--- src/rtl/vec_norm_ctrl_pkg.sv ---
// Shared types and constants for the vector normaliser: Q8.7 sign-magnitude format,
// FSM state encoding and a combinational integer square root.
package vec_norm_ctrl_pkg;

    localparam int W    = 16;
    localparam int FRAC = 7;
    localparam logic [W-1:0] ONE     = 16'h0080;
    localparam logic [W-1:0] SAT_MAX = 16'h7FFF;

    typedef logic [3:0] state_t;

    // SQX..SCZ and DONE are consecutive so the FSM can step with +1.
    localparam state_t ST_IDLE = 4'd0;
    localparam state_t ST_SQX  = 4'd1;
    localparam state_t ST_SQY  = 4'd2;
    localparam state_t ST_SQZ  = 4'd3;
    localparam state_t ST_ISQ  = 4'd4;
    localparam state_t ST_SCX  = 4'd5;
    localparam state_t ST_SCY  = 4'd6;
    localparam state_t ST_SCZ  = 4'd7;
    localparam state_t ST_DONE = 4'd8;

    function automatic logic [W-1:0] signed_out(input logic s, input logic [W-2:0] mag);
        return (mag == '0) ? '0 : {s, mag};
    endfunction

    function automatic logic [15:0] isqrt32(input logic [31:0] v);
        logic [31:0] rem;
        logic [31:0] res;
        logic [31:0] bit_v;
        rem = v;
        res = '0;
        for (int i = 15; i >= 0; i--) begin
            bit_v = 32'd1 << (2 * i);
            if (rem >= res + bit_v) begin
                rem = rem - (res + bit_v);
                res = (res >> 1) + bit_v;
            end else begin
                res = res >> 1;
            end
        end
        return res[15:0];
    endfunction

endpackage

--- src/rtl/fp_as.sv ---
// Unsigned Q8.7 add/subtract: additions saturate at SAT_MAX, subtractions clamp at zero.
module fp_as
    import vec_norm_ctrl_pkg::*;
(
    input  logic [W-1:0] a_i,
    input  logic [W-1:0] b_i,
    input  logic         sub_i,
    output logic [W-1:0] s_o,
    output logic         ovf_o
);

    logic [W:0] sum;

    always_comb begin
        sum   = {1'b0, a_i} + {1'b0, b_i};
        ovf_o = 1'b0;
        if (sub_i) begin
            s_o = (b_i > a_i) ? '0 : a_i - b_i;
        end else if (sum > {1'b0, SAT_MAX}) begin
            s_o   = SAT_MAX;
            ovf_o = 1'b1;
        end else begin
            s_o = sum[W-1:0];
        end
    end

endmodule

--- src/rtl/fp_invsqrt.sv ---
// Combinational Q8.7 reciprocal square root: r = floor(sqrt(2^21 / a)); a zero input yields SAT_MAX.
module fp_invsqrt
    import vec_norm_ctrl_pkg::*;
(
    input  logic [W-1:0] a_i,
    output logic [W-1:0] r_o
);

    // 2^21 = ONE^3: the 1/sqrt of a Q8.7 value rescaled back into Q8.7.
    localparam logic [31:0] NUM = 32'(ONE) * 32'(ONE) * 32'(ONE);

    logic [31:0] q;

    always_comb begin
        q   = '0;
        r_o = SAT_MAX;
        if (a_i != '0) begin
            q   = NUM / 32'(a_i);
            r_o = isqrt32(q);
        end
    end

endmodule

--- src/rtl/fp_mul.sv ---
// Q8.7 sign-magnitude multiplier; magnitude saturates to SAT_MAX and flags overflow.
module fp_mul
    import vec_norm_ctrl_pkg::*;
(
    input  logic [W-1:0] a_i,
    input  logic [W-1:0] b_i,
    output logic [W-1:0] p_o,
    output logic         ovf_o
);

    logic [31:0] prod;
    logic [31:0] scaled;

    always_comb begin
        prod   = 32'(a_i[W-2:0]) * 32'(b_i[W-2:0]);
        scaled = prod >> FRAC;
        ovf_o  = |scaled[31:W-1];
        p_o    = {a_i[W-1] ^ b_i[W-1], ovf_o ? SAT_MAX[W-2:0] : scaled[W-2:0]};
    end

endmodule

--- src/rtl/vec_norm_ctrl.sv ---
// Sequential 3-component vector normaliser sharing one multiplier between the
// squaring and scaling phases; reciprocal square root settles during ISQ.
module vec_norm_ctrl
    import vec_norm_ctrl_pkg::*;
#(
    parameter int INVSQRT_WAIT = 1
) (
    input  logic         clk,
    input  logic         reset_n,
    input  logic         start,
    input  logic [W-1:0] x_in,
    input  logic [W-1:0] y_in,
    input  logic [W-1:0] z_in,
    output logic         busy,
    output logic         done,
    output logic [W-1:0] x_out,
    output logic [W-1:0] y_out,
    output logic [W-1:0] z_out,
    output logic         ovf,
    output logic         zero_err,
    output state_t       state_o
);

    state_t         state_q, state_d;
    logic [2:0]     cnt_q, cnt_d;
    logic [W-1:0]   xl_q, xl_d, yl_q, yl_d, zl_q, zl_d;
    logic [W-1:0]   acc_q, acc_d, r_q, r_d;
    logic [W-1:0]   xo_q, xo_d, yo_q, yo_d, zo_q, zo_d;
    logic           ovf_q, ovf_d, zerr_q, zerr_d;

    logic [W-1:0]   comp;
    logic [W-1:0]   mul_a, mul_b, mul_p, as_s, isq_r, scaled_out;
    logic           mul_ovf, as_ovf;

    fp_mul u_mul (.a_i(mul_a), .b_i(mul_b), .p_o(mul_p), .ovf_o(mul_ovf));
    fp_as u_as (.a_i(acc_q), .b_i(mul_p), .sub_i(1'b0), .s_o(as_s), .ovf_o(as_ovf));
    fp_invsqrt u_isq (.a_i(acc_q), .r_o(isq_r));

    // Operand selection depends only on registered state, never on start.
    always_comb begin
        case (state_q)
            ST_SQX, ST_SCX: comp = xl_q;
            ST_SQY, ST_SCY: comp = yl_q;
            ST_SQZ, ST_SCZ: comp = zl_q;
            default:        comp = '0;
        endcase
    end

    assign scaled_out = signed_out(comp[W-1], mul_p[W-2:0]);

    always_comb begin
        state_d = state_q;
        cnt_d   = cnt_q;
        xl_d    = xl_q;
        yl_d    = yl_q;
        zl_d    = zl_q;
        acc_d   = acc_q;
        r_d     = r_q;
        xo_d    = xo_q;
        yo_d    = yo_q;
        zo_d    = zo_q;
        ovf_d   = ovf_q;
        zerr_d  = zerr_q;
        mul_a   = '0;
        mul_b   = '0;
        case (state_q)
            ST_IDLE, ST_DONE: begin
                if (start) begin
                    xl_d    = x_in;
                    yl_d    = y_in;
                    zl_d    = z_in;
                    acc_d   = '0;
                    cnt_d   = '0;
                    ovf_d   = 1'b0;
                    zerr_d  = 1'b0;
                    state_d = ST_SQX;
                end else begin
                    state_d = ST_IDLE;
                end
            end
            ST_SQX, ST_SQY, ST_SQZ: begin
                mul_a   = {1'b0, comp[W-2:0]};
                mul_b   = {1'b0, comp[W-2:0]};
                acc_d   = as_s;
                ovf_d   = ovf_q | mul_ovf | as_ovf;
                state_d = state_t'(state_q + 4'd1);
            end
            ST_ISQ: begin
                if (acc_q == '0) begin
                    zerr_d  = 1'b1;
                    xo_d    = '0;
                    yo_d    = '0;
                    zo_d    = '0;
                    state_d = ST_DONE;
                end else if (cnt_q == 3'(INVSQRT_WAIT - 1)) begin
                    r_d     = isq_r;
                    cnt_d   = '0;
                    state_d = ST_SCX;
                end else begin
                    cnt_d = cnt_q + 3'd1;
                end
            end
            ST_SCX, ST_SCY, ST_SCZ: begin
                mul_a   = {1'b0, comp[W-2:0]};
                mul_b   = r_q;
                ovf_d   = ovf_q | mul_ovf;
                state_d = state_t'(state_q + 4'd1);
                if (state_q == ST_SCX)      xo_d = scaled_out;
                else if (state_q == ST_SCY) yo_d = scaled_out;
                else                        zo_d = scaled_out;
            end
            default: state_d = ST_IDLE;
        endcase
    end

    always_ff @(posedge clk or negedge reset_n) begin
        if (!reset_n) begin
            state_q <= ST_IDLE;
            cnt_q   <= '0;
            xl_q    <= '0;
            yl_q    <= '0;
            zl_q    <= '0;
            acc_q   <= '0;
            r_q     <= '0;
            xo_q    <= '0;
            yo_q    <= '0;
            zo_q    <= '0;
            ovf_q   <= 1'b0;
            zerr_q  <= 1'b0;
        end else begin
            state_q <= state_d;
            cnt_q   <= cnt_d;
            xl_q    <= xl_d;
            yl_q    <= yl_d;
            zl_q    <= zl_d;
            acc_q   <= acc_d;
            r_q     <= r_d;
            xo_q    <= xo_d;
            yo_q    <= yo_d;
            zo_q    <= zo_d;
            ovf_q   <= ovf_d;
            zerr_q  <= zerr_d;
        end
    end

    assign busy     = (state_q != ST_IDLE) && (state_q != ST_DONE);
    assign done     = (state_q == ST_DONE);
    assign x_out    = xo_q;
    assign y_out    = yo_q;
    assign z_out    = zo_q;
    assign ovf      = ovf_q;
    assign zero_err = zerr_q;
    assign state_o  = state_q;

endmodule

--- config.mk ---
export PLATFORM = sky130hd
export DESIGN_NAME = vec_norm_ctrl
export DESIGN_NICKNAME = d
export VERILOG_FILES = /design/src/rtl/vec_norm_ctrl_pkg.sv /design/src/rtl/fp_as.sv /design/src/rtl/fp_invsqrt.sv /design/src/rtl/fp_mul.sv /design/src/rtl/vec_norm_ctrl.sv
export SDC_FILE = /design/constraint.sdc
export NUM_CORES = 2
export LEC_CHECK = 0
export CAP_MARGIN = 40
export CORE_MARGIN = 2
export CORE_UTILIZATION = 38
export CTS_CLUSTER_SIZE = 24
export DETAILED_ROUTE_END_ITERATION = 7
export GPL_ROUTABILITY_DRIVEN = 0
export HOLD_SLACK_MARGIN = 0.12
export PLACE_DENSITY_LB_ADDON = 0.3
export REMOVE_ABC_BUFFERS = 1
export SLEW_MARGIN = 20
export SYNTH_ARGS = -nofsm -noshare
export SYNTH_HDL_FRONTEND = slang
export SYNTH_SLANG_ARGS = --single-unit
--- constraint.sdc ---
create_clock -name clk -period 377 [get_ports clk]
set_clock_uncertainty 0.1 [all_clocks]
set_input_delay 75.4 -clock clk [delete_from_list [all_inputs] [get_ports clk]]
set_output_delay 75.4 -clock clk [all_outputs]
set_load 0.05 [all_outputs]
==> run summary <==
Hold Path End: x_out[11]
GRT Residual Overflow: 0
Largest fanout on the critical path: 39
Reg clk slew, reported paths: 0.08 ns
Mapped Avg Cell Area: 7.367 um2
IO Count: 107
Syn-to-layout area delta: 6.331%
# DRC: 0
Total CTS buffers: 17
Die Y: 370.1 um
Port bufs: 106
Syn Std Cell Area: 0.05093 mm2
CTS Buffer Depth: 2
1st-iter DRT viols: 4,236
Clock latency on the worst-skew pair: 0.46 ns
Final hold vios: 0
Starting density of the core: 38.21%
First-pass GRT wire length: 268,400 um
Vias in the first global route: 48,920
Worst endpoint required time: 377.23 ns
Post-route ant nets: 0
GRT Util Overall: 23.95%
Clk sinks: 137
Count of state elements after synthesis: 137
CTS tree: built
Final Critical Period: 144.11 ns
Post-CTS setup buffer count: 0
CP startpoint kind: register
Via count: 51,780
Yosys warns: 0
Hold path cells: 2
Most used cell, CP: o21ai_0
Number of vias per cell: 5.977
Hold Path Class: reg2reg
DR WL/cell: 19.53 um
Hold_sp: x_out[11]
CTS resizes: 0
Max-cap violations: 0
RR Endpoint: r_q[0]
Post-Synthesis Cells: 6,914
Critical path's largest stage delay: 0.73 ns
Crit-path slowest cell: o21a_1
Worst Path Buf+Inv: 47
R2r worst-path depth: 667
Hpwl dp: 134,100 um
Status: completed
Largest net degree at the start of global routing: 79
F_max: 6.939 MHz
Post-synth ARST share: 100.0%
# fillers: 13,750
Clock Tree Root: clkbuf_16
CP Capture Type: register
FP Rows: 134
Sequential share of the synthesized area: 6.731%
DR pass1 iterations: 6
WS Path Type: reg2reg
Final period utilization: 38.23%
Core area: 0.1333 mm2
Die Area: 0.1370 mm2
Final setup TNS: 0 ns
Max_slew headroom: 25.09%
Worst Tran Pin Value: 1.124 ns
Die width: 370.1 um
Initial antenna violation count: 1
Final setup viols: 0
Total routed wirelength: 169,200 um
Pins Over Slew Limit: 0
Worst path top cell family by delay: compound AO/OA/AOI/OAI gates
Main synth FF type: dfrtp_1
Hold buffer count at CTS: 0
CP arrival: 144.34 ns
EDFF count, synth: 0
RSZ-0062 raised after global routing: false
Layout cell share with drive strength beyond 1: 8.920%
Layout Nets: 7,732
Worst r2r src: acc_q[15]
Cell variety after synth: 179
Commonest non-fill, non-tap cells in the layout: 713 x nand2_1, 668 x nor2_1, 631 x ha_1
Commonest non-fill, non-tap cell in the layout: nand2_1
H-tree Lvls: 4
R2R setup slack: 232.89 ns
-- logic make-up (layout without fill, tap and decap cells) --
kind of cell	after synthesis	count (layout)	synth area share (%)
xor+xnor	413	413	7.190
simple gates	2553	2553	25.44
mux	191	191	4.181
buf+inv	665	646	5.788
flops	137	137	6.731
other cells	0	1	0
fa+ha+maj	800	800	22.11
compound gates	2155	2155	28.56
-- worst reg2reg max path: cells and delay by family, from the launching register on --
| kind | cells | cell delay (ns) |
|---|---|---|
| buffers and inverters | 47 | 15.16 |
| and+or+nand+nor | 223 | 43.13 |
| AOI/OAI and AO/OA | 347 | 68.92 |
| xor gates and xnor gates | 1 | 0.17 |
| DFF | 1 | 0.36 |
| muxes | 4 | 1.46 |
| adders and majority gates | 45 | 14.75 |
-- cell usage after synthesis (20+ instances only) --
cell / number / area [um2]
a21o_2: 23 / 201.4
nor2b_1: 59 / 369.1
o211ai_1: 62 / 465.5
nand4_1: 82 / 513.0
a22oi_1: 37 / 277.8
xnor2_1: 272 / 2382
buf_1: 20 / 75.07
nor2_1: 669 / 2511
o21a_1: 87 / 653.1
inv_2: 22 / 82.58
nor3_1: 150 / 750.7
dfrtp_1: 137 / 3428
nor4_1: 51 / 319.1
clkbuf_1: 130 / 488.0
a31oi_1: 84 / 525.5
nand2_1: 713 / 2676
and4_1: 26 / 227.7
buf_6: 31 / 349.1
a21oi_1: 538 / 2693
or3_1: 42 / 262.8
a21boi_0: 33 / 247.7
o21bai_1: 100 / 750.7
mux2_2: 136 / 1531
ha_1: 632 / 7908
and2_1: 123 / 769.5
xor2_1: 135 / 1182
and3_1: 49 / 306.5
nand3b_1: 24 / 180.2
nand2b_1: 156 / 975.9
o21ai_1: 49 / 245.2
a22o_1: 20 / 175.2
inv_1: 401 / 1505
a21o_1: 187 / 1404
mux2i_1: 45 / 450.4
fa_1: 167 / 3343
o21ai_0: 418 / 2092
a211oi_1: 48 / 360.4
nand3_1: 141 / 705.7
or2_2: 39 / 244.0
o31ai_1: 113 / 848.3
-- registers in the layout, summed over array words and instances (netlist names) --
register / count
r_q: 16
ovf: 1
zl_q: 16
state_o: 4
z_out: 16
yl_q: 16
x_out: 16
y_out: 16
acc_q: 16
cnt_q: 3
zero_err: 1
xl_q: 16
-- area by class of cell --
cell class	count	area, um2	share of cell area [%]
multi-input combinational	6112	44580	82.32
sequential	137	3430	6.333
tap	1768	2212	4.085
timing repair buffer	175	1675	3.094
inverter	439	1663	3.070
clock buffer	18	439.2	0.8109
clock inverter	14	152.6	0.2819
antenna	1	2.502	0.004621
-- how the worst max path moves through the flow --
| stage | from | end | slack (ns) | cells after the start |
|---|---|---|---|---|
| floorplan | acc_q[0] | r_q[0] | 250.63 | 657 |
| global placement | acc_q[15] | r_q[0] | 237.71 | 662 |
| detailed placement | acc_q[15] | r_q[0] | 234.82 | 666 |
| CTS | acc_q[15] | r_q[0] | 234.12 | 666 |
| global route | acc_q[15] | r_q[0] | 219.13 | 673 |
| finish | acc_q[15] | r_q[0] | 232.89 | 667 |
-- per-stage QoR --
stage | hold slack [ns] | cell area [um2] | setup slack (ns) | utilization, % | cells
2_1_floorplan | 0.3418 | 49650 | 250.63 | - | 6688
3_3_place_gp | 0.3628 | 53320 | 237.71 | 40.00 | 8612
3_5_place_dp | 0.3709 | 53440 | 234.82 | 40.09 | 8622
4_1_cts | 0.3860 | 54030 | 234.12 | 40.54 | 8654
5_1_grt | 0.4030 | 54150 | 219.13 | 40.63 | 8663
6_report | 0.3778 | 54160 | 232.89 | 40.63 | 8664
-- routing by layer --
layer | vias up | GRT usage (%) | part of all wire, %
met3 | 255 | 2.027 | 5.9
met4 | 0 | 6.684 | 2.9
met2 | 1743 | 40.51 | 47
met1 | 24680 | 32.43 | 45
li1 | 25110 | - | -
met5 | - | 0 | 0
Power is not shown: default switching activity piles up to over one toggle a cycle in this logic, so the estimate is an artifact.
